===== src/rtl/wb_stage_pipe_if.sv =====
// rtl/wb_stage_pipe_if.sv - memory-stage to writeback-stage instruction handshake bundle
interface wb_stage_pipe_if #(
  parameter int P_WIDTH    = 32,
  parameter int P_PC_WIDTH = 11,
  parameter int P_REG_ADDR = 5
);
  logic                  i_valid_m;
  logic                  o_ready_m;
  logic [P_WIDTH-1:0]    i_alu_result_m;
  logic [P_PC_WIDTH-1:0] i_pc_plus_4_m;
  logic [P_WIDTH-1:0]    i_imm_m;
  logic [1:0]            i_sel_m;
  logic [2:0]            i_f3_m;
  logic [P_REG_ADDR-1:0] i_rd_m;
  logic                  i_reg_write_m;

  // Memory stage side: presents instructions, observes ready
  modport master (
    output i_valid_m, i_alu_result_m, i_pc_plus_4_m, i_imm_m, i_sel_m,
           i_f3_m, i_rd_m, i_reg_write_m,
    input  o_ready_m
  );

  // Writeback stage side: consumes instructions, drives ready
  modport slave (
    input  i_valid_m, i_alu_result_m, i_pc_plus_4_m, i_imm_m, i_sel_m,
           i_f3_m, i_rd_m, i_reg_write_m,
    output o_ready_m
  );
endinterface


===== src/rtl/wb_stage_pipe.sv =====
// rtl/wb_stage_pipe.sv - registered RISC-V writeback stage with load wait, alignment and retire counter (option: WB_MISALIGN_TRAP_EN)
module wb_stage_pipe #(
  parameter int P_WIDTH     = 32,
  parameter int P_PC_WIDTH  = 11,
  parameter int P_REG_ADDR  = 5,
  parameter int P_CNT_WIDTH = 32
) (
  input  logic                   i_clk,
  input  logic                   i_rst_n,
  wb_stage_pipe_if.slave         m_if,
  input  logic [P_WIDTH-1:0]     i_mem_rdata,
  input  logic                   i_mem_rvalid,
  output logic                   o_rd_we,
  output logic [P_REG_ADDR-1:0]  o_rd_addr,
  output logic [P_WIDTH-1:0]     o_rd_data,
  output logic                   o_stall,
`ifdef WB_MISALIGN_TRAP_EN
  output logic                   o_misalign,
`endif
  output logic [P_CNT_WIDTH-1:0] o_retire_cnt
);

  localparam logic [0:0] S_IDLE    = 1'b0;
  localparam logic [0:0] S_WAIT_LD = 1'b1;

  logic [0:0]             state_q, state_d;
  logic [P_REG_ADDR-1:0]  pend_rd_q;
  logic                   pend_we_q;
  logic [2:0]             pend_f3_q;
  logic [1:0]             pend_off_q;
  logic                   rd_we_q, rd_we_d;
  logic [P_REG_ADDR-1:0]  rd_addr_q;
  logic [P_WIDTH-1:0]     rd_data_q, rd_data_d;
  logic [P_CNT_WIDTH-1:0] cnt_q;
  logic                   misalign_q, misalign_d;

  logic                   is_wait, accept, acc_load, load_commit, commit, park;
  logic [2:0]             c_f3;
  logic [1:0]             c_off;
  logic [P_REG_ADDR-1:0]  c_rd;
  logic                   c_we;
  logic [7:0]             ld_byte;
  logic [15:0]            ld_half;
  logic [P_WIDTH-1:0]     aligned;

  assign is_wait        = (state_q == S_WAIT_LD);
  assign m_if.o_ready_m = ~is_wait;
  assign o_stall        = is_wait;
  assign accept         = m_if.i_valid_m & ~is_wait;
  assign acc_load       = accept & (m_if.i_sel_m == 2'b01);
  assign load_commit    = (acc_load | is_wait) & i_mem_rvalid;
  assign commit         = (accept & (m_if.i_sel_m != 2'b01)) | load_commit;
  // A load accepted without data parks its control fields until rvalid
  assign park           = acc_load & ~i_mem_rvalid;

  // While waiting, the commit context comes from the parked load, not the bus
  assign c_f3  = is_wait ? pend_f3_q  : m_if.i_f3_m;
  assign c_off = is_wait ? pend_off_q : m_if.i_alu_result_m[1:0];
  assign c_rd  = is_wait ? pend_rd_q  : m_if.i_rd_m;
  assign c_we  = is_wait ? pend_we_q  : m_if.i_reg_write_m;

  // Pick the addressed byte/halfword out of the word-aligned read data and extend it
  always_comb begin
    ld_byte = i_mem_rdata[7:0];
    case (c_off)
      2'd1:    ld_byte = i_mem_rdata[15:8];
      2'd2:    ld_byte = i_mem_rdata[23:16];
      2'd3:    ld_byte = i_mem_rdata[31:24];
      default: ld_byte = i_mem_rdata[7:0];
    endcase
    ld_half = c_off[1] ? i_mem_rdata[31:16] : i_mem_rdata[15:0];
    case (c_f3)
      3'b000:  aligned = {{(P_WIDTH-8){ld_byte[7]}}, ld_byte};
      3'b100:  aligned = {{(P_WIDTH-8){1'b0}}, ld_byte};
      3'b001:  aligned = {{(P_WIDTH-16){ld_half[15]}}, ld_half};
      3'b101:  aligned = {{(P_WIDTH-16){1'b0}}, ld_half};
      default: aligned = i_mem_rdata;
    endcase
  end

  // Result mux, misalignment detect and next-state decode for the commit registers
  always_comb begin
    rd_data_d = m_if.i_alu_result_m;
    if (load_commit) begin
      rd_data_d = aligned;
    end else begin
      case (m_if.i_sel_m)
        2'b10:   rd_data_d = {{(P_WIDTH-P_PC_WIDTH){1'b0}}, m_if.i_pc_plus_4_m};
        2'b11:   rd_data_d = m_if.i_imm_m;
        default: rd_data_d = m_if.i_alu_result_m;
      endcase
    end
`ifdef WB_MISALIGN_TRAP_EN
    misalign_d = load_commit &
                 ((((c_f3 == 3'b001) || (c_f3 == 3'b101)) && c_off[0]) ||
                  ((c_f3 == 3'b010) && (c_off != 2'b00)));
`else
    misalign_d = 1'b0;
`endif
    rd_we_d = commit & c_we & (c_rd != '0) & ~misalign_d;
    state_d = state_q;
    if (park)
      state_d = S_WAIT_LD;
    else if (is_wait && i_mem_rvalid)
      state_d = S_IDLE;
  end

  // FSM, parked load context, commit outputs and retire counter
  always_ff @(posedge i_clk or negedge i_rst_n) begin
    if (!i_rst_n) begin
      state_q    <= S_IDLE;
      pend_rd_q  <= '0;
      pend_we_q  <= 1'b0;
      pend_f3_q  <= '0;
      pend_off_q <= '0;
      rd_we_q    <= 1'b0;
      rd_addr_q  <= '0;
      rd_data_q  <= '0;
      cnt_q      <= '0;
      misalign_q <= 1'b0;
    end else begin
      state_q    <= state_d;
      rd_we_q    <= rd_we_d;
      misalign_q <= misalign_d;
      if (park) begin
        pend_rd_q  <= m_if.i_rd_m;
        pend_we_q  <= m_if.i_reg_write_m;
        pend_f3_q  <= m_if.i_f3_m;
        pend_off_q <= m_if.i_alu_result_m[1:0];
      end
      if (rd_we_d) begin
        rd_addr_q <= c_rd;
        rd_data_q <= rd_data_d;
      end
      if (commit)
        cnt_q <= cnt_q + {{(P_CNT_WIDTH-1){1'b0}}, 1'b1};
    end
  end

  assign o_rd_we      = rd_we_q;
  assign o_rd_addr    = rd_addr_q;
  assign o_rd_data    = rd_data_q;
  assign o_retire_cnt = cnt_q;
`ifdef WB_MISALIGN_TRAP_EN
  assign o_misalign   = misalign_q;
`else
  logic unused_misalign;
  assign unused_misalign = misalign_q;
`endif

endmodule


===== src/flat_wrapper.sv =====
// flat-port wrapper written by rule: the top's interface ports become plain ports
module wb_stage_pipe_flat 
#(
  parameter int P_WIDTH     = 32,
  parameter int P_PC_WIDTH  = 11,
  parameter int P_REG_ADDR  = 5,
  parameter int P_CNT_WIDTH = 32
)
  (i_clk, i_rst_n, i_mem_rdata, i_mem_rvalid, o_rd_we, o_rd_addr, o_rd_data, o_stall, o_retire_cnt, m_if_i_valid_m, m_if_i_alu_result_m, m_if_i_pc_plus_4_m, m_if_i_imm_m, m_if_i_sel_m, m_if_i_f3_m, m_if_i_rd_m, m_if_i_reg_write_m, m_if_o_ready_m);
  wb_stage_pipe_if #(.P_WIDTH(P_WIDTH), .P_PC_WIDTH(P_PC_WIDTH), .P_REG_ADDR(P_REG_ADDR)) m_if_i ();
  input  logic i_clk;
  input  logic i_rst_n;
  input  logic [P_WIDTH-1:0] i_mem_rdata;
  input  logic i_mem_rvalid;
  output logic o_rd_we;
  output logic [P_REG_ADDR-1:0] o_rd_addr;
  output logic [P_WIDTH-1:0] o_rd_data;
  output logic o_stall;
  output logic [P_CNT_WIDTH-1:0] o_retire_cnt;
  input wire logic [$bits(m_if_i.i_valid_m)-1:0] m_if_i_valid_m;
  input wire logic [$bits(m_if_i.i_alu_result_m)-1:0] m_if_i_alu_result_m;
  input wire logic [$bits(m_if_i.i_pc_plus_4_m)-1:0] m_if_i_pc_plus_4_m;
  input wire logic [$bits(m_if_i.i_imm_m)-1:0] m_if_i_imm_m;
  input wire logic [$bits(m_if_i.i_sel_m)-1:0] m_if_i_sel_m;
  input wire logic [$bits(m_if_i.i_f3_m)-1:0] m_if_i_f3_m;
  input wire logic [$bits(m_if_i.i_rd_m)-1:0] m_if_i_rd_m;
  input wire logic [$bits(m_if_i.i_reg_write_m)-1:0] m_if_i_reg_write_m;
  output wire logic [$bits(m_if_i.o_ready_m)-1:0] m_if_o_ready_m;
  assign m_if_i.i_valid_m = m_if_i_valid_m;
  assign m_if_i.i_alu_result_m = m_if_i_alu_result_m;
  assign m_if_i.i_pc_plus_4_m = m_if_i_pc_plus_4_m;
  assign m_if_i.i_imm_m = m_if_i_imm_m;
  assign m_if_i.i_sel_m = m_if_i_sel_m;
  assign m_if_i.i_f3_m = m_if_i_f3_m;
  assign m_if_i.i_rd_m = m_if_i_rd_m;
  assign m_if_i.i_reg_write_m = m_if_i_reg_write_m;
  assign m_if_o_ready_m = m_if_i.o_ready_m;
  wb_stage_pipe #(.P_WIDTH(P_WIDTH), .P_PC_WIDTH(P_PC_WIDTH), .P_REG_ADDR(P_REG_ADDR), .P_CNT_WIDTH(P_CNT_WIDTH)) u_core (.i_clk(i_clk), .i_rst_n(i_rst_n), .m_if(m_if_i), .i_mem_rdata(i_mem_rdata), .i_mem_rvalid(i_mem_rvalid), .o_rd_we(o_rd_we), .o_rd_addr(o_rd_addr), .o_rd_data(o_rd_data), .o_stall(o_stall), .o_retire_cnt(o_retire_cnt));
endmodule

===== config.mk =====
export PLATFORM = sky130hd
export DESIGN_NAME = wb_stage_pipe_flat
export DESIGN_NICKNAME = d
export VERILOG_FILES = /design/src/rtl/wb_stage_pipe_if.sv /design/src/rtl/wb_stage_pipe.sv /design/src/flat_wrapper.sv
export SDC_FILE = /design/constraint.sdc
export NUM_CORES = 1
export LEC_CHECK = 0
export ABC_AREA = 1
export CORE_ASPECT_RATIO = 0.8
export CORE_MARGIN = 10
export CORE_UTILIZATION = 46
export DETAILED_ROUTE_END_ITERATION = 8
export PLACE_DENSITY_LB_ADDON = 0.12
export SYNTH_ARGS = -nofsm -noshare
export SYNTH_HDL_FRONTEND = slang
export SYNTH_SLANG_ARGS = --single-unit
export TNS_END_PERCENT = 20

===== constraint.sdc =====
create_clock -name i_clk -period 2.2 [get_ports i_clk]
set_input_delay 0.44 -clock i_clk [delete_from_list [all_inputs] [get_ports i_clk]]
set_output_delay 0.44 -clock i_clk [all_outputs]
set_load 0.05 [all_outputs]

==> metrics.md <==
| Metric | Value |
|---|---|
| Vias in the first global route | 5791 |
| CTS Buf Count | 9 |
| Cell Int Power | 4.06 mW |
| Fin nets | 1145 |
| Outcome | finished, final reports clean |
| Lkg Pwr | 3.76 nW |
| Total of warnings raised by yosys | 0 |
| Avg Inst Size Synth | 6.74 um2 |
| Post-CTS setup buffers | 0 |
| Drt total wl | 19900 um |
| Nature of the critical path endpoint | primary output |
| Antenna Cells | 0 |
| Synth area leader | dfrtp_1 |
| HP Class | in -> async |
| First-pass GRT wire length | 31700 um |
| Placed cell area | 7750 um2 |
| Via count | 6116 |
| Mapped Nets | 941 |
| Vias/cell | 5.21 |
| Worst slew pin tran | 565 ps |
| Sequential power share | 30.7% |
| Area Overhead vs Synth | 46.6% |
| Critical Path Start Type | flop |
| Max_slew headroom | 62.2% |
| Largest cells by area after synthesis | dfrtp_1 37%, nand2_1 19%, nand3_1 7.1% |
| Crit path DAT | 1660 ps |
| Final Hold Violating Endpoints | 0 |
| Cts-stage hold buffer count | 0 |
| Input/output buffers | 193 |
| Die Y | 118 um |
| Finish-stage setup viols | 0 |
| Clock Power Share | 24.9% |
| Clock Tree Buf Depth | 2 |
| Unrepaired setup endpoints after global routing | false |
| Num ports | 194 |
| Maximum operating frequency | 0.475 GHz |
| Post-synth top area share | 37.2% |
| Core area | 11600 um2 |
| Reg clk slew, reported paths | 60 ps |
| Max-capacitance violation count | 0 |
| Fin crit share | 95.7% |
| Die Area | 16800 um2 |
| CTS tree | built |
| Psw | 2.90 mW |
| CTS H-tree depth | 3 |
| Register area share after synthesis | 37.2% |
| Slew Viols, Final | 0 |
| CP Max Fanout | 7 |
| Fin crit period | 2100 ps |
| Sw frac | 41.7% |
| DRT antenna net count | 0 |
| Flops & latches, synth | 82 |
| Slowest cell on crit path | clkdlybuf4s50_1 |
| Placer's final routability congestion estimate | 0.973 |
| GRT Overall Usage | 23.0% |
| Layout cell share with drive strength beyond 1 | 8.28% |
| Setup Skew | 5.27 ps |
| DR pass1 iterations | 6 |
| Global route total overflow | 0 |
| Post-route DRC | 0 |
| Fin worst setup slack | 95.1 ps |
| Fill count | 1014 |
| Root Driver | clkbuf_16 |
| VDD IR-drop max | 840 uV |
| Core Rows | 35 |
| Worst Path Class, Setup | reg -> out |
| Commonest cells after routing, fill and taps aside | 285 x nand2_1, 190 x clkdlybuf4s50_1, 82 x dfrtp_1 |
| Commonest non-fill, non-tap cell in the layout | nand2_1 |
| Area of the multi-input gates | 2930 um2 |
| Initial Util | 47.5% |
| Kind of cell adding the most delay to the critical path | buffers and inverters |
| Design area | 8090 um2 |
| DP HPWL | 15800 um |
| Clock latency on the worst-skew pair | 340 ps |
| WP buf/inv | 1 |
| # resized after CTS | 0 |
| Cells after synthesis | 818 |
| Pwr Density | 861 nW/um2 |
| Drt initial violations | 475 |
| Combinational fraction of design power | 44.3% |
| Synthesized cell area | 5520 um2 |
| Critical Path RT | 1760 ps |
| Die Width | 142 um |
| Antenna violations before repair | 0 |
| Register area | 2050 um2 |
| Sink Count | 82 |
| Avg WL per Cell | 16.9 um |
| DP Worst Slack | -45.7 ps |
| Worst path cell trace | clkdlybuf4s50_1 |
| Post-synth cell types | 39 |
| Crit-path max cell delay | 860 ps |
| Largest net degree at the start of global routing | 43 |
==> state kept, by name (all words and copies together) (netlist names) <==
| signal | cells |
|---|---|
| u_core.o_rd_data | 32 |
| u_core.pend_we_q | 1 |
| u_core.o_retire_cnt | 32 |
| u_core.pend_rd_q | 5 |
| u_core.pend_off_q | 2 |
| u_core.pend_f3_q | 3 |
| u_core.o_rd_we | 1 |
| u_core.o_rd_addr | 5 |
| u_core.o_stall | 1 |
==> power groups by stage <==
stage               sequential (mW)  combinational (mW)  clock (mW)
detailed placement             2.16                3.09           0
CTS                            2.14                3.10        1.76
global placement               2.16                3.06           0
finish                         2.14                3.08        1.74
floorplan                      3.17               0.830           0
global route                   2.19                3.30        1.84
==> routing by layer <==
layer / vias to the layer above / part of all wire [%] / GRT usage, % / wire (um)
met5: - / 0 / 0 / 0
met4: 0 / 1.2 / 4.23 / 243
met3: 21 / 11 / 7.50 / 2220
met2: 294 / 43 / 34.2 / 8490
met1: 2761 / 45 / 31.9 / 8910
li1: 3040 / - / - / -
==> cells by family (layout without fill, tap and decap cells) <==
kind of cell	after synthesis	after routing	synth area share, %
AND/OR/NAND/NOR	481	481	37.1
flip-flops	82	82	37.2
multiplexers	2	2	0.408
buffers and inverters	113	321	9.69
AO/OA/AOI/OAI	114	114	11.4
adder cells (fa/ha/maj)	1	1	0.227
XOR/XNOR	25	25	3.97
==> cell type report <==
type                    instances  share of cell area (%)
clock inverters                 6                    1.39
well taps                     148                    2.29
multi-input cells             623                    36.2
flip-flops and latches         82                    25.4
repair buffers                230                    28.3
inverters                      76                    3.62
clock buffers                   9                    2.79
==> worst paths after layout <==
check                                  endpoint  cells past startpoint  slack [ps]              startpoint
max                             o_retire_cnt[3]                      1         100  u_core.o_retire_cnt[3]
min                         u_core.o_rd_data[3]                      1          80                 i_rst_n
max reg2reg                u_core.o_rd_data[19]                     10         270          u_core.o_stall
min reg2reg                u_core.o_rd_data[29]                      2         480    u_core.o_rd_data[29]
max in group asynchronous   u_core.o_rd_data[5]                      2        1450                 i_rst_n
min in group i_clk         u_core.o_rd_data[29]                      2         480    u_core.o_rd_data[29]
==> stage by stage <==
stage | total power, mW | hold WS (ps) | utilization (%) | cells | TNS (ps)
after global placement | 5.22 | 462 | 66.8 | 1159 | 0
final | 6.96 | 80.4 | 69.7 | 1174 | 0
after CTS | 7.00 | 107 | 69.7 | 1174 | 0
after detailed placement | 5.25 | 467 | 66.8 | 1159 | -150
after floorplan | 4.00 | 144 | - | 818 | 0
after global routing | 7.32 | 109 | 69.7 | 1174 | 0
==> Yosys cell counts (all sizes together) <==
library cell / number
nand2: 295
dfrtp: 82
nand3: 80
inv: 76
nor2: 76
o21ai: 55
a21oi: 46
buf: 27
xor2: 19
nor3: 13
nand4: 12
clkbuf: 10
xnor2: 6
a22o: 5
o211ai: 4
a32oi: 2
mux2: 2
nand3b: 2
a31oi: 1
and2: 1
ha: 1
o2111ai: 1
or2: 1
or4: 1
No activity file was read; power rests on OpenSTA's default activity.
